--- config.mk ---
export PLATFORM = sky130hd
export DESIGN_NAME = axis_rr_arbiter
export DESIGN_NICKNAME = d
export VERILOG_FILES = /design/src/rtl/axis_arb_pkg.sv /design/src/rtl/axis_skid_buf.sv /design/src/rtl/axis_rr_arbiter.sv
export SDC_FILE = /design/constraint.sdc
export NUM_CORES = 1
export LEC_CHECK = 0
export BUFFER_PORTS_ARGS = -buffer_cell sky130_fd_sc_hd__buf_4
export CORE_MARGIN = 4
export CORE_UTILIZATION = 45
export CTS_CLUSTER_DIAMETER = 80
export DETAILED_ROUTE_END_ITERATION = 8
export PLACE_DENSITY = 0.76
export SYNTH_ARGS = -nofsm -noshare
export SYNTH_HDL_FRONTEND = slang
export SYNTH_HIERARCHICAL = 1
export SYNTH_SLANG_ARGS = --single-unit
--- constraint.sdc ---
create_clock -name aclk -period 3.6 [get_ports aclk]
set_input_delay 0.36 -clock aclk [delete_from_list [all_inputs] [get_ports aclk]]
set_output_delay 0.36 -clock aclk [all_outputs]
set_load 0.02 [all_outputs]
--- src/rtl/axis_arb_pkg.sv ---
// rtl/axis_arb_pkg.sv - shared types, defaults and round-robin pick for axis_rr_arbiter
package axis_arb_pkg;

    localparam int DEF_N_SRC     = 4;
    localparam int DEF_MAX_BURST = 16;
    localparam int MAX_SRC       = 16;

    typedef enum logic {
        IDLE,
        LOCK
    } arb_state_t;

    typedef struct packed {
        logic       found;
        logic [3:0] idx;
    } rr_pick_t;

    // First requester after 'last', wrapping modulo n; n is the live source count.
    function automatic rr_pick_t rr_pick(input logic [MAX_SRC-1:0] req,
                                         input logic [3:0]         last,
                                         input int                 n);
        rr_pick_t   r;
        int         cand;
        logic [3:0] c4;
        r = '0;
        for (int i = 1; i <= MAX_SRC; i++) begin
            cand = (int'(last) + i) % n;
            c4   = 4'(cand);
            if (i <= n && !r.found && req[c4]) begin
                r.found = 1'b1;
                r.idx   = c4;
            end
        end
        return r;
    endfunction

endpackage

--- src/rtl/axis_skid_buf.sv ---
// rtl/axis_skid_buf.sv - 2-entry in-order register slice with registered output
module axis_skid_buf #(
    parameter int WIDTH = 8
) (
    input  logic             clk_i,
    input  logic             rst_ni,
    input  logic [WIDTH-1:0] in_tdata_i,
    input  logic             in_tvalid_i,
    output logic             in_tready_o,
    output logic [WIDTH-1:0] out_tdata_o,
    output logic             out_tvalid_o,
    input  logic             out_tready_i
);

    logic [WIDTH-1:0] data0_q, data0_d, data1_q, data1_d;
    logic             vld0_q, vld0_d, vld1_q, vld1_d;
    logic             push, pop;

    always_comb begin
        push    = in_tvalid_i && !(vld0_q && vld1_q);
        pop     = vld0_q && out_tready_i;
        data0_d = data0_q;
        data1_d = data1_q;
        vld0_d  = vld0_q;
        vld1_d  = vld1_q;
        if (pop) begin
            data0_d = data1_q;
            vld0_d  = vld1_q;
            vld1_d  = 1'b0;
            // After the shift, the incoming beat lands in the first free slot.
            if (push) begin
                if (vld1_q) begin
                    data1_d = in_tdata_i;
                    vld1_d  = 1'b1;
                end else begin
                    data0_d = in_tdata_i;
                    vld0_d  = 1'b1;
                end
            end
        end else if (push) begin
            if (!vld0_q) begin
                data0_d = in_tdata_i;
                vld0_d  = 1'b1;
            end else begin
                data1_d = in_tdata_i;
                vld1_d  = 1'b1;
            end
        end
    end

    always_ff @(posedge clk_i or negedge rst_ni) begin
        if (!rst_ni) begin
            data0_q <= '0;
            data1_q <= '0;
            vld0_q  <= 1'b0;
            vld1_q  <= 1'b0;
        end else begin
            data0_q <= data0_d;
            data1_q <= data1_d;
            vld0_q  <= vld0_d;
            vld1_q  <= vld1_d;
        end
    end

    assign in_tready_o  = !(vld0_q && vld1_q);
    assign out_tdata_o  = data0_q;
    assign out_tvalid_o = vld0_q;

endmodule

--- src/rtl/axis_rr_arbiter.sv ---
// rtl/axis_rr_arbiter.sv - N-to-1 burst round-robin AXI4S arbiter; AXIS_ARB_STATS_EN adds per-source beat counters
module axis_rr_arbiter
    import axis_arb_pkg::*;
#(
    parameter int N_SRC     = DEF_N_SRC,
    parameter int DATA_BITS = 64,
    parameter int MAX_BURST = DEF_MAX_BURST,
    parameter int ID_BITS   = $clog2(N_SRC),
    parameter int BL_BITS   = $clog2(MAX_BURST) + 1
) (
    input  logic                       aclk,
    input  logic                       aresetn,
    input  logic [BL_BITS-1:0]         cfg_burst_len,
    input  logic [N_SRC*DATA_BITS-1:0] s_tdata,
    input  logic [N_SRC-1:0]           s_tvalid,
    output logic [N_SRC-1:0]           s_tready,
    output logic [DATA_BITS-1:0]       m_tdata,
    output logic                       m_tvalid,
    input  logic                       m_tready,
    output logic [ID_BITS-1:0]         m_tid,
    output logic                       busy
`ifdef AXIS_ARB_STATS_EN
    ,
    output logic [N_SRC*32-1:0]        stat_beats,
    input  logic                       stat_clr
`endif
);

    arb_state_t                 state_q;
    logic [ID_BITS-1:0]         grant_q, last_grant_q;
    logic [BL_BITS-1:0]         burst_lim_q, beat_cnt_q, eff_len;
    logic [MAX_SRC-1:0]         req_pad;
    logic [3:0]                 last_pad;
    rr_pick_t                   pick;
    logic [ID_BITS-1:0]         pick_idx;
    logic                       buf_ready, g_valid, g_hs;
    logic [DATA_BITS-1:0]       g_data;
    logic [ID_BITS+DATA_BITS-1:0] buf_out;

    always_comb begin
        req_pad  = MAX_SRC'(s_tvalid);
        last_pad = 4'(last_grant_q);
        pick     = rr_pick(req_pad, last_pad, N_SRC);
        pick_idx = ID_BITS'(pick.idx);
        // Zero or oversize lengths both mean a full-size burst.
        if (cfg_burst_len == '0 || cfg_burst_len > BL_BITS'(MAX_BURST)) begin
            eff_len = BL_BITS'(MAX_BURST);
        end else begin
            eff_len = cfg_burst_len;
        end
        g_valid  = s_tvalid[grant_q];
        g_data   = s_tdata[int'(grant_q)*DATA_BITS +: DATA_BITS];
        s_tready = '0;
        if (state_q == LOCK) begin
            s_tready[grant_q] = buf_ready;
        end
        g_hs     = (state_q == LOCK) && g_valid && buf_ready;
    end

    always_ff @(posedge aclk or negedge aresetn) begin
        if (!aresetn) begin
            state_q      <= IDLE;
            grant_q      <= '0;
            last_grant_q <= ID_BITS'(N_SRC - 1);
            burst_lim_q  <= '0;
            beat_cnt_q   <= '0;
            busy         <= 1'b0;
        end else begin
            case (state_q)
                IDLE: begin
                    if (pick.found) begin
                        grant_q      <= pick_idx;
                        last_grant_q <= pick_idx;
                        burst_lim_q  <= eff_len;
                        beat_cnt_q   <= '0;
                        state_q      <= LOCK;
                        busy         <= 1'b1;
                    end
                end
                LOCK: begin
                    if (g_hs) begin
                        beat_cnt_q <= beat_cnt_q + BL_BITS'(1);
                        if ((beat_cnt_q + BL_BITS'(1)) == burst_lim_q) begin
                            state_q <= IDLE;
                            busy    <= 1'b0;
                        end
                    end else if (!g_valid && buf_ready) begin
                        state_q <= IDLE;
                        busy    <= 1'b0;
                    end
                end
                default: begin
                    state_q <= IDLE;
                    busy    <= 1'b0;
                end
            endcase
        end
    end

    axis_skid_buf #(
        .WIDTH(ID_BITS + DATA_BITS)
    ) u_skid (
        .clk_i       (aclk),
        .rst_ni      (aresetn),
        .in_tdata_i  ({grant_q, g_data}),
        .in_tvalid_i (g_valid && (state_q == LOCK)),
        .in_tready_o (buf_ready),
        .out_tdata_o (buf_out),
        .out_tvalid_o(m_tvalid),
        .out_tready_i(m_tready)
    );

    assign m_tid   = buf_out[ID_BITS+DATA_BITS-1:DATA_BITS];
    assign m_tdata = buf_out[DATA_BITS-1:0];

`ifdef AXIS_ARB_STATS_EN
    logic [31:0] stat_q [N_SRC];
    logic [31:0] stat_d [N_SRC];

    always_comb begin
        stat_beats = '0;
        for (int i = 0; i < N_SRC; i++) begin
            // Clear takes priority over a same-cycle handshake.
            stat_d[i] = stat_clr ? 32'd0 : stat_q[i] + {31'd0, s_tready[i] & s_tvalid[i]};
            stat_beats[i*32 +: 32] = stat_q[i];
        end
    end

    always_ff @(posedge aclk or negedge aresetn) begin
        if (!aresetn) begin
            for (int i = 0; i < N_SRC; i++) stat_q[i] <= '0;
        end else begin
            for (int i = 0; i < N_SRC; i++) stat_q[i] <= stat_d[i];
        end
    end
`endif

endmodule

==> results of run 1 <==
-- flip-flops by register name, summed over array words and instances (netlist names) --
signal / flops
beat_cnt_q: 5
burst_lim_q: 5
busy: 1
grant_q: 2
last_grant_q: 2
state_q: 1
u_skid/data1_q: 66
u_skid/out_tdata_o: 66
u_skid/out_tvalid_o: 1
u_skid/vld1_q: 1
-- worst max-delay path by stage --
| stage | from | end | slack [ns] | cells after the start |
|---|---|---|---|---|
| global route | grant_q[1] | u_skid/out_tdata_o[61] | 0.57 | 6 |
| global placement | grant_q[0] | u_skid/data1_q[11] | 0.88 | 4 |
| finish | grant_q[1] | u_skid/out_tdata_o[61] | 0.76 | 6 |
| CTS | grant_q[1] | u_skid/out_tdata_o[61] | 0.79 | 6 |
| detailed placement | grant_q[0] | u_skid/out_tdata_o[18] | 0.84 | 5 |
| floorplan | grant_q[1] | u_skid/out_tdata_o[38] | 1.53 | 8 |
-- metal layers --
| metal | part of all wire, % | vias up |
|---|---|---|
| li1 | - | 3261 |
| met5 | 0 | - |
| met2 | 51 | 305 |
| met4 | 2.6 | 0 |
| met3 | 8.4 | 40 |
| met1 | 38 | 3629 |
-- cell usage after synthesis, types with 3 or more instances --
master / n / area share, %
inv_1: 6 / 0.27
a21o_1: 5 / 0.45
a21oi_1: 3 / 0.18
nor2_1: 74 / 3.4
dfrtp_1: 148 / 45
o21ai_1: 7 / 0.42
xnor2_1: 3 / 0.32
nor3_1: 3 / 0.18
xor2_1: 3 / 0.32
buf_4: 13 / 1.2
nand2_1: 12 / 0.55
nand3_1: 72 / 4.4
buf_6: 6 / 0.82
o21ai_0: 71 / 4.3
clkbuf_1: 22 / 1.0
a31oi_1: 68 / 5.1
mux2_2: 54 / 7.4
mux4_2: 65 / 18
buf_2: 26 / 1.6
nand2b_1: 6 / 0.45
mux2_1: 12 / 1.6
-- cells in the final DEF (no fill, tap or decap), types with 2 or more instances in the layout --
| master | synthesis | layout |
|---|---|---|
| buf_4 | 13 | 348 |
| dfrtp_1 | 148 | 146 |
| nor2_1 | 74 | 74 |
| nand3_1 | 72 | 72 |
| o21ai_0 | 71 | 71 |
| a31oi_1 | 68 | 68 |
| mux4_2 | 65 | 65 |
| mux2_2 | 54 | 54 |
| clkbuf_16 | 0 | 17 |
| mux2_1 | 12 | 12 |
| nand2_1 | 12 | 11 |
| o21ai_1 | 7 | 7 |
| inv_1 | 6 | 6 |
| nand2b_1 | 6 | 6 |
| a21o_1 | 5 | 5 |
| clkinv_2 | 0 | 4 |
| nor3_1 | 3 | 3 |
| xnor2_1 | 3 | 3 |
| xor2_1 | 3 | 3 |
| a21oi_1 | 3 | 3 |
| clkinv_4 | 0 | 3 |
| buf_12 | 0 | 3 |
| or4_1 | 2 | 2 |
| ha_1 | 2 | 2 |
| clkbuf_8 | 0 | 2 |
| clkinvlp_4 | 0 | 2 |
| clkbuf_1 | 22 | 2 |
| dfrtp_4 | 0 | 2 |
| dfstp_2 | 2 | 2 |
-- power by group through the flow --
stage / clock, W / sequential [W] / combinational [W]
floorplan: 0 / 0.00344 / 0.00317
global placement: 0 / 0.00306 / 0.00512
detailed placement: 0 / 0.00310 / 0.00524
CTS: 0.00173 / 0.00308 / 0.00525
global route: 0.00181 / 0.00319 / 0.00566
finish: 0.00170 / 0.00308 / 0.00520
-- through the flow --
stage	utilization [%]	power, W
final	63.4	0.00998
after global routing	63.4	0.0107
after CTS	63.4	0.0101
after detailed placement	60.3	0.00834
after global placement	60.3	0.00817
after floorplan	-	0.00661
-- cell families (layout without fill, tap and decap cells) --
group,after synthesis,in the layout,share of synthesized area (%)
muxes,133,133,27.0
buffers and inverters,76,390,5.01
adders and majority gates,2,2,0.303
xor gates and xnor gates,8,8,1.20
DFF,150,150,45.5
and+or+nand+nor,179,179,10.1
AOI/OAI and AO/OA,158,158,10.9
-- cell type report --
type                    instances  area (um2)  share of cell area [%]
clock buffers                  21         460                    4.03
clock inverters                11         100                   0.876
inverters                       6        22.5                   0.197
multi-input cells             480        4110                    36.0
repair buffers                352        2680                    23.5
well taps                     229         287                    2.51
flip-flops and latches        150        3760                    32.9
==> flow_metrics.env, run 1 <==
export IMPL_grt_pass1_wl_um=39900
export IMPL_ys_types=43
export IMPL_htreeDepth=4
export IMPL_endpoint_kind="register"
export IMPL_use_met1_pct=31.8
export IMPL_portBuffers=339
export IMPL_ant_nets=0
export IMPL_grt_pass1_vias=7343
export IMPL_drt_vias_per_instance=5.79
export IMPL_power_internal_w=0.00594
export IMPL_power_leakage_nw=5.04
export IMPL_max_cap_violations=0
export IMPL_synth_area_mm2=0.00826
export IMPL_clk_latency_ns=0.42
export IMPL_clk_pin_slew_worst_paths_ns=0.06
export IMPL_diodes=0
export IMPL_max_vdd_ir_drop_mv=0.573
export IMPL_fin_cells=1249
export IMPL_yosysWarnings=6
export IMPL_tns_ns=0
export IMPL_dieHeight_um=143
export IMPL_drt_pass1_iterations=5
export IMPL_dp_slack_ns=0.835
export IMPL_power_share_clock_pct=17.0
export IMPL_fin_crit_sh_pct=78.8
export IMPL_vias=7235
export IMPL_r2r_end="u_skid/out_tdata_o[61]"
export IMPL_async_flop_share_pct=100
export IMPL_grt_overflow_total=0
export IMPL_drcViolationCount=0
export IMPL_ys_flop_type="dfrtp_1"
export IMPL_placed_area_mm2=0.0109
export IMPL_combPwrFrac_pct=52.2
export IMPL_ys_ff_latch=150
export IMPL_hold_viol=0
export IMPL_hp_class="in -> async"
export IMPL_cts_buffer_depth=2
export IMPL_pin_count=340
export IMPL_p_switching_w=0.00404
export IMPL_wl_per_cell_um=20.9
export IMPL_setup_viol=0
export IMPL_crit_fanout=107
export IMPL_power_density_mw_per_mm2=873
export IMPL_r2r_start="grant_q[1]"
export IMPL_design_die_area_mm2=0.0206
export IMPL_switching_share_pct=40.5
export IMPL_core_area_mm2=0.0180
export IMPL_hold_buffers=0
export IMPL_status="complete, no violations"
export IMPL_gp_congestion=0.787
export IMPL_layout_min_cycle_time_ns=2.84
export IMPL_cp_buffers_inverters=1
export IMPL_drt_wl_total_um=26100
export IMPL_fillCellCount=1495
export IMPL_final_max_slew_viol_count=0
export IMPL_seq_area_frac_synth_pct=45.5
export IMPL_grt_max_degree=108
export IMPL_final_layout_size_suffix_gt1_share_pct=50.2
export IMPL_dieWidth_um=143
export IMPL_path_cells="mux4_2, and2_1, mux2_4, buf_4, nor2_1, a31oi_1"
export IMPL_fin_area_mm2=0.0114
export IMPL_hold_ws_ns=0.0121
export IMPL_dpl_cell_count=1217
export IMPL_synth_cells=706
export IMPL_crit_arrival_ns=3.16
export IMPL_num_rows=49
export IMPL_syn_to_final_growth_pct=38.3
export IMPL_cts_num_sinks=150
export IMPL_critical_path_slowest_cell="mux2_4"
export IMPL_start_util_pct=45.8
export IMPL_cts_made_buffers=17
export IMPL_hpwl_um=18600
export IMPL_grt_usage_pct=25.0
export IMPL_cts_tree="yes"
export IMPL_synth_edf_count=0
export IMPL_fin_skew_ns=0.0114
export IMPL_use_met3_pct=6.76
export IMPL_tightest_slew_ns=1.13
export IMPL_rrSetupSlack_ns=0.76
export IMPL_nNetsFinal=1277
export IMPL_fin_ws_ns=0.764
export IMPL_fmax_ghz=0.353
export IMPL_crit_type="reg -> reg"
export IMPL_rsz0062_at_grt="false"
export IMPL_cts_resized=0
export IMPL_clock_root_buffer="clkbuf_16"
export IMPL_critPathLaunchType="register"
export IMPL_pwr_share_seq_pct=30.8
export IMPL_use_met2_pct=41.8
export IMPL_cts_setup_buffers=0
export IMPL_synth_area_per_cell_um2=11.7
export IMPL_crit_family="multiplexers"
export IMPL_antenna_found_initial=0
export IMPL_synth_fp_nets=976
export IMPL_gr_max_usage_layer="met2"
export IMPL_crit_required_ns=3.92
export IMPL_r2r_cells=6
export IMPL_worst_path_largest_cell_delay_ns=0.95
export IMPL_relSlewSlack_pct=24.5
export IMPL_drt_iter0_markers=485
(Power assumes the default switching activity.)
==> run 2, diff against run 1 <==
Settings changed: ABC_AREA from default to 1, PLACE_DENSITY 0.76 to 0.78.
Clock period 3.6 ns to 2.6 ns, I/O delays scaled along.
==> run 2 against run 1 <==
Effect of this change: non-clock buffer count up 6; critical path type unchanged; cell area up 3.3%; area after synthesis grew 3.4%.
==> flow_metrics.env, run 2 <==
export IMPL_status="complete, no violations"
export IMPL_crit_fanout=74
export IMPL_synth_edf_count=0
export IMPL_worst_path_largest_cell_delay_ns=0.59
export IMPL_cp_buffers_inverters=4
export IMPL_endpoint_kind="register"
export IMPL_crit_arrival_ns=2.63
export IMPL_hpwl_um=20100
export IMPL_ys_ff_latch=150
export IMPL_cts_made_buffers=17
export IMPL_power_density_mw_per_mm2=1310
export IMPL_drcViolationCount=0
export IMPL_synth_area_leaders="dfrtp_1, nand2_1, a22oi_1, a21oi_1, nor2_1"
export IMPL_yosysMostFrequentCell="nand2_1"
export IMPL_synth_cells=1200
export IMPL_drt_iter0_markers=627
export IMPL_final_max_slew_viol_count=0
export IMPL_synth_top_area_share_pct=43.4
export IMPL_grt_usage_pct=25.9
export IMPL_gp_congestion=0.843
export IMPL_hold_viol=0
export IMPL_cts_buffer_depth=2
export IMPL_syn_to_final_growth_pct=38.2
export IMPL_num_rows=50
export IMPL_cpMostUsedCell="nand2_1"
export IMPL_htreeDepth=4
export IMPL_fmax_ghz=0.428
export IMPL_drt_wl_total_um=28300
export IMPL_portBuffers=339
export IMPL_diodes=0
export IMPL_tightest_slew_ns=0.776
export IMPL_final_common_cell="nand2_1"
export IMPL_crit_family="buffers and inverters"
export IMPL_cts_tree="yes"
export IMPL_yosys_top_cells_count="nand2_1, dfrtp_1, nor2_1"
export IMPL_ant_nets=0
export IMPL_hp_class="in -> reg"
export IMPL_power_leakage_nw=6.35
export IMPL_grt_max_degree=75
export IMPL_dieHeight_um=146
export IMPL_antenna_found_initial=0
export IMPL_clk_pin_slew_worst_paths_ns=0.06
export IMPL_tns_ns=0
export IMPL_crit_type="reg -> reg"
export IMPL_synth_area_mm2=0.00854
export IMPL_crit_required_ns=2.90
export IMPL_critPathLaunchType="register"
export IMPL_wl_per_cell_um=16.2
export IMPL_fin_skew_ns=0.00786
export IMPL_ys_flop_type="dfrtp_1"
export IMPL_fin_crit_sh_pct=89.8
export IMPL_setup_viol=0
export IMPL_grt_pass1_vias=8684
export IMPL_utilization_pct=63.1
export IMPL_yosysWarnings=6
export IMPL_pin_count=340
export IMPL_nNetsFinal=1766
export IMPL_max_vdd_ir_drop_mv=0.829
export IMPL_rrSetupSlack_ns=0.27
export IMPL_dieWidth_um=146
export IMPL_placed_area_mm2=0.0112
export IMPL_use_met3_pct=6.35
export IMPL_synth_area_per_cell_um2=7.12
export IMPL_relSlewSlack_pct=48.3
export IMPL_synth_top_area_cell="dfrtp_1"
export IMPL_core_area_mm2=0.0187
export IMPL_seq_area_frac_synth_pct=44.0
export IMPL_final_layout_size_suffix_gt1_share_pct=27.0
export IMPL_max_cap_violations=0
export IMPL_clk_latency_ns=0.41
export IMPL_drt_vias_per_instance=5.24
export IMPL_synth_fp_nets=1470
export IMPL_design_die_area_mm2=0.0212
export IMPL_critical_path_slowest_cell="buf_4"
export IMPL_start_util_pct=45.7
export IMPL_final_cell_mix="nand2_1, buf_4, dfrtp_1"
export IMPL_async_flop_share_pct=100
export IMPL_layout_min_cycle_time_ns=2.33
export IMPL_rsz0062_at_grt="false"
export IMPL_vias=9125
export IMPL_gr_max_usage_layer="met2"
export IMPL_grt_overflow_total=0
export IMPL_cts_setup_buffers=0
export IMPL_use_met2_pct=44.3
export IMPL_ys_types=28
export IMPL_drt_pass1_iterations=5
export IMPL_cts_num_sinks=150
export IMPL_fin_area_mm2=0.0118
export IMPL_use_met1_pct=33.0
export IMPL_clock_root_buffer="clkbuf_16"
export IMPL_grt_pass1_wl_um=45000
export IMPL_path_cells="inv_1, nor2_4, nand2_1, nand4_1, nand2_1, inv_1, inv_1, nand2_1, nand2_4, buf_4, a21oi_1, nand2_1, nand2_1"
[run 2: power breakdown]
group	switching, W	internal (W)	leakage, nW
Sequential	0.000753	0.00356	1.79
Clock	0.000953	0.00146	0.282
Combinational	0.00560	0.00313	4.28
Total	0.00730	0.00815	6.35
[run 2: path summary, 6_finish.rpt]
kind                                   from                     end  cells past startpoint
min in group asynchronous           aresetn  u_skid/out_tdata_o[10]                      2
min reg2reg                            busy                    busy                      2
max reg2reg                      grant_q[0]  u_skid/out_tdata_o[26]                     13
max                              grant_q[0]  u_skid/out_tdata_o[26]                     13
min                        cfg_burst_len[4]          burst_lim_q[3]                      4
max in group asynchronous           aresetn  u_skid/out_tdata_o[28]                      3
[run 2: final cells by class]
cell class,instances,area (um2)
multi-input combinational,872,4070
clock inverter,12,129
inverter,97,364
timing repair buffer,358,2730
clock buffer,20,457
sequential,150,3760
tap,234,293
fill,1692,6910
[run 2: logic make-up after synthesis]
kind of cell	after synthesis	share of synthesized area, %
AO/OA/AOI/OAI	259	18.5
XOR/XNOR	2	0.293
adder cells (fa/ha/maj)	2	0.293
buffers and inverters	178	8.98
flip-flops	150	44.0
multiplexers	1	0.117
AND/OR/NAND/NOR	608	27.8
[run 2: routing by layer]
metal  routed length, um  share of wire, %
met5                   0                 0
met4                 407               1.4
met3                2140               7.5
met2               14100                50
met1               11600                41
[run 2: timing repair]
item,in CTS,in global routing
hold buffers,1,0
gates resized for setup,0,0
hold endpoints to repair,64,0
[run 2: tightest hold or removal path, stage by stage]
cell and delay, ns:
buf_4 0.08, inv_1 0.04, nand2_1 0.05, o21ai_1 0.06
[run 2: stage by stage]
| stage | power, W | worst slack, ns | hold WS (ns) | std cells |
|---|---|---|---|---|
| after floorplan | 0.0102 | 0.914 | -0.0356 | 1200 |
| after global placement | 0.0128 | 0.458 | 0.313 | 1710 |
| after detailed placement | 0.0131 | 0.306 | 0.301 | 1710 |
| after CTS | 0.0156 | 0.273 | 0.0853 | 1743 |
| after global routing | 0.0168 | 0.0251 | 0.100 | 1743 |
| final | 0.0155 | 0.266 | 0.106 | 1743 |
==> run 3, diff against run 2 <==
Settings changed: CTS_BUF_LIST from default to sky130_fd_sc_hd__clkbuf_8, PLACE_DENSITY 0.78 to 0.75.
Clock period 2.6 ns to 2.8 ns, I/O delays scaled along.
==> run 3 against run 2 <==
Effect of this change: cell count is essentially flat; critical path depth unchanged; critical path type unchanged; cell area is 1.4% lower; via count decreased by 1.0%; count of clock-buffer cells in the layout shrank 3; clock power fell by 29%; global-route usage up 0.81 points; sequential power down 6.7%.
==> flow_metrics.env, run 3 (synthesized netlist as in run 2, its figures left out) <==
export IMPL_dieHeight_um=146
export IMPL_final_layout_size_suffix_gt1_share_pct=26.8
export IMPL_hold_buffers=1
export IMPL_grt_overflow_total=0
export IMPL_cts_buffer_depth=2
export IMPL_gp_congestion=0.805
export IMPL_rsz0062_at_grt="false"
export IMPL_fmax_ghz=0.445
export IMPL_design_die_area_mm2=0.0212
export IMPL_fin_ws_ns=0.552
export IMPL_cpMostUsedCell="nand2_1"
export IMPL_tightest_slew_ns=0.807
export IMPL_crit_family="simple AND/OR/NAND/NOR gates"
export IMPL_final_cell_mix="nand2_1, buf_4, dfrtp_1"
export IMPL_power_density_mw_per_mm2=1180
export IMPL_endpoint_kind="register"
export IMPL_relSlewSlack_pct=46.2
export IMPL_syn_to_final_growth_pct=36.2
export IMPL_tns_ns=0
export IMPL_hp_class="in -> reg"
export IMPL_clk_pin_slew_worst_paths_ns=0.08
export IMPL_path_cells="inv_1, nor2_4, nand2_1, nand4_1, nand2_1, inv_1, inv_1, nand2_1, nand2_4, buf_12, a21oi_1, nand2_1, nand2_1"
export IMPL_drt_iter0_markers=577
export IMPL_layout_min_cycle_time_ns=2.25
export IMPL_final_common_cell="nand2_1"
export IMPL_critical_path_slowest_cell="dfrtp_1"
export IMPL_drt_wl_total_um=28500
export IMPL_pin_count=340
export IMPL_grt_usage_pct=26.7
export IMPL_grt_pass1_vias=8663
export IMPL_fin_skew_ns=0.0122
export IMPL_hold_viol=0
export IMPL_core_area_mm2=0.0187
export IMPL_grt_pass1_wl_um=45700
export IMPL_critPathLaunchType="register"
export IMPL_cts_tree="yes"
export IMPL_antenna_found_initial=0
export IMPL_status="complete, no violations"
export IMPL_crit_type="reg -> reg"
export IMPL_cts_num_sinks=150
export IMPL_dp_slack_ns=0.566
export IMPL_worst_path_largest_cell_delay_ns=0.50
export IMPL_fin_crit_sh_pct=80.3
export IMPL_ant_nets=0
export IMPL_max_cap_violations=0
export IMPL_crit_required_ns=3.14
export IMPL_fillCellCount=1743
export IMPL_cp_buffers_inverters=4
export IMPL_clk_latency_ns=0.45
export IMPL_diodes=0
export IMPL_crit_fanout=64
export IMPL_setup_viol=0
export IMPL_fin_cells=1742
export IMPL_num_rows=50
export IMPL_power_leakage_nw=6.28
export IMPL_drt_pass1_iterations=5
export IMPL_vias=9032
export IMPL_dpl_cell_count=1709
export IMPL_cts_resized=0
export IMPL_drt_vias_per_instance=5.18
export IMPL_grt_max_degree=71
export IMPL_cts_made_buffers=17
export IMPL_crit_arrival_ns=2.59
export IMPL_wl_per_cell_um=16.4
export IMPL_clock_root_buffer="clkbuf_8"
export IMPL_drcViolationCount=0
export IMPL_portBuffers=339
export IMPL_nNetsFinal=1765
export IMPL_final_max_slew_viol_count=0
export IMPL_hpwl_um=20300
export IMPL_cts_setup_buffers=0
export IMPL_max_vdd_ir_drop_mv=0.641
export IMPL_htreeDepth=4
export IMPL_dieWidth_um=146
export IMPL_start_util_pct=45.7
run 3: metal layers:
| metal | vias to the layer above | GRT usage, % | share of wire [%] |
|---|---|---|---|
| li1 | 4476 | - | - |
| met1 | 4205 | 35.7 | 42 |
| met2 | 327 | 44.2 | 49 |
| met3 | 24 | 6.54 | 7.4 |
| met4 | 0 | 5.75 | 1.1 |
| met5 | - | 0 | 0 |
run 3: layout make-up:
| class | count | area [um2] | area share [%] |
|---|---|---|---|
| Multi-Input combinational cell | 872 | 4070 | 35.0 |
| Sequential cell | 150 | 3760 | 32.3 |
| Timing Repair Buffer | 357 | 2750 | 23.6 |
| Inverter | 97 | 364 | 3.13 |
| Tap cell | 234 | 293 | 2.52 |
| Clock buffer | 17 | 234 | 2.01 |
| Clock inverter | 15 | 165 | 1.42 |
run 3: worst paths after layout:
kind | from | endpoint | slack, ns | cells past startpoint
min in group asynchronous | aresetn | u_skid/out_tdata_o[9] | 0.37 | 2
hold / removal | cfg_burst_len[4] | burst_lim_q[3] | 0.08 | 4
hold reg to reg | u_skid/out_tdata_o[31] | u_skid/out_tdata_o[31] | 0.48 | 2
setup / recovery | grant_q[0] | u_skid/out_tdata_o[58] | 0.55 | 13
max in group asynchronous | aresetn | last_grant_q[1] | 1.71 | 3
setup reg to reg | grant_q[0] | u_skid/out_tdata_o[58] | 0.55 | 13
run 3: worst register-to-register path: stages, from the launching register on:
cell	delay (ns)
dfrtp_1	0.50
inv_1	0.17
nor2_4	0.04
nand2_1	0.06
nand4_1	0.08
nand2_1	0.11
inv_1	0.10
inv_1	0.11
nand2_1	0.10
nand2_4	0.31
buf_12	0.34
a21oi_1	0.09
nand2_1	0.10
nand2_1	0.05
run 3: power breakdown:
group	internal [W]	switching [W]	leakage [nW]	total, W
sequential	0.00329	0.000722	1.79	0.00402
combinational	0.00293	0.00513	4.29	0.00806
clock	0.000871	0.000831	0.206	0.00170
run 3: through the flow:
step | hold WS (ns) | power (W) | util (%) | cell area, um2
finish | 0.0845 | 0.0138 | 62.2 | 11600
CTS | 0.0435 | 0.0139 | 62.2 | 11600
global route | 0.0609 | 0.0151 | 62.2 | 11600
floorplan | -0.0156 | 0.00945 | - | 8540
detailed placement | 0.299 | 0.0122 | 60.0 | 11200
global placement | 0.308 | 0.0120 | 60.0 | 11200
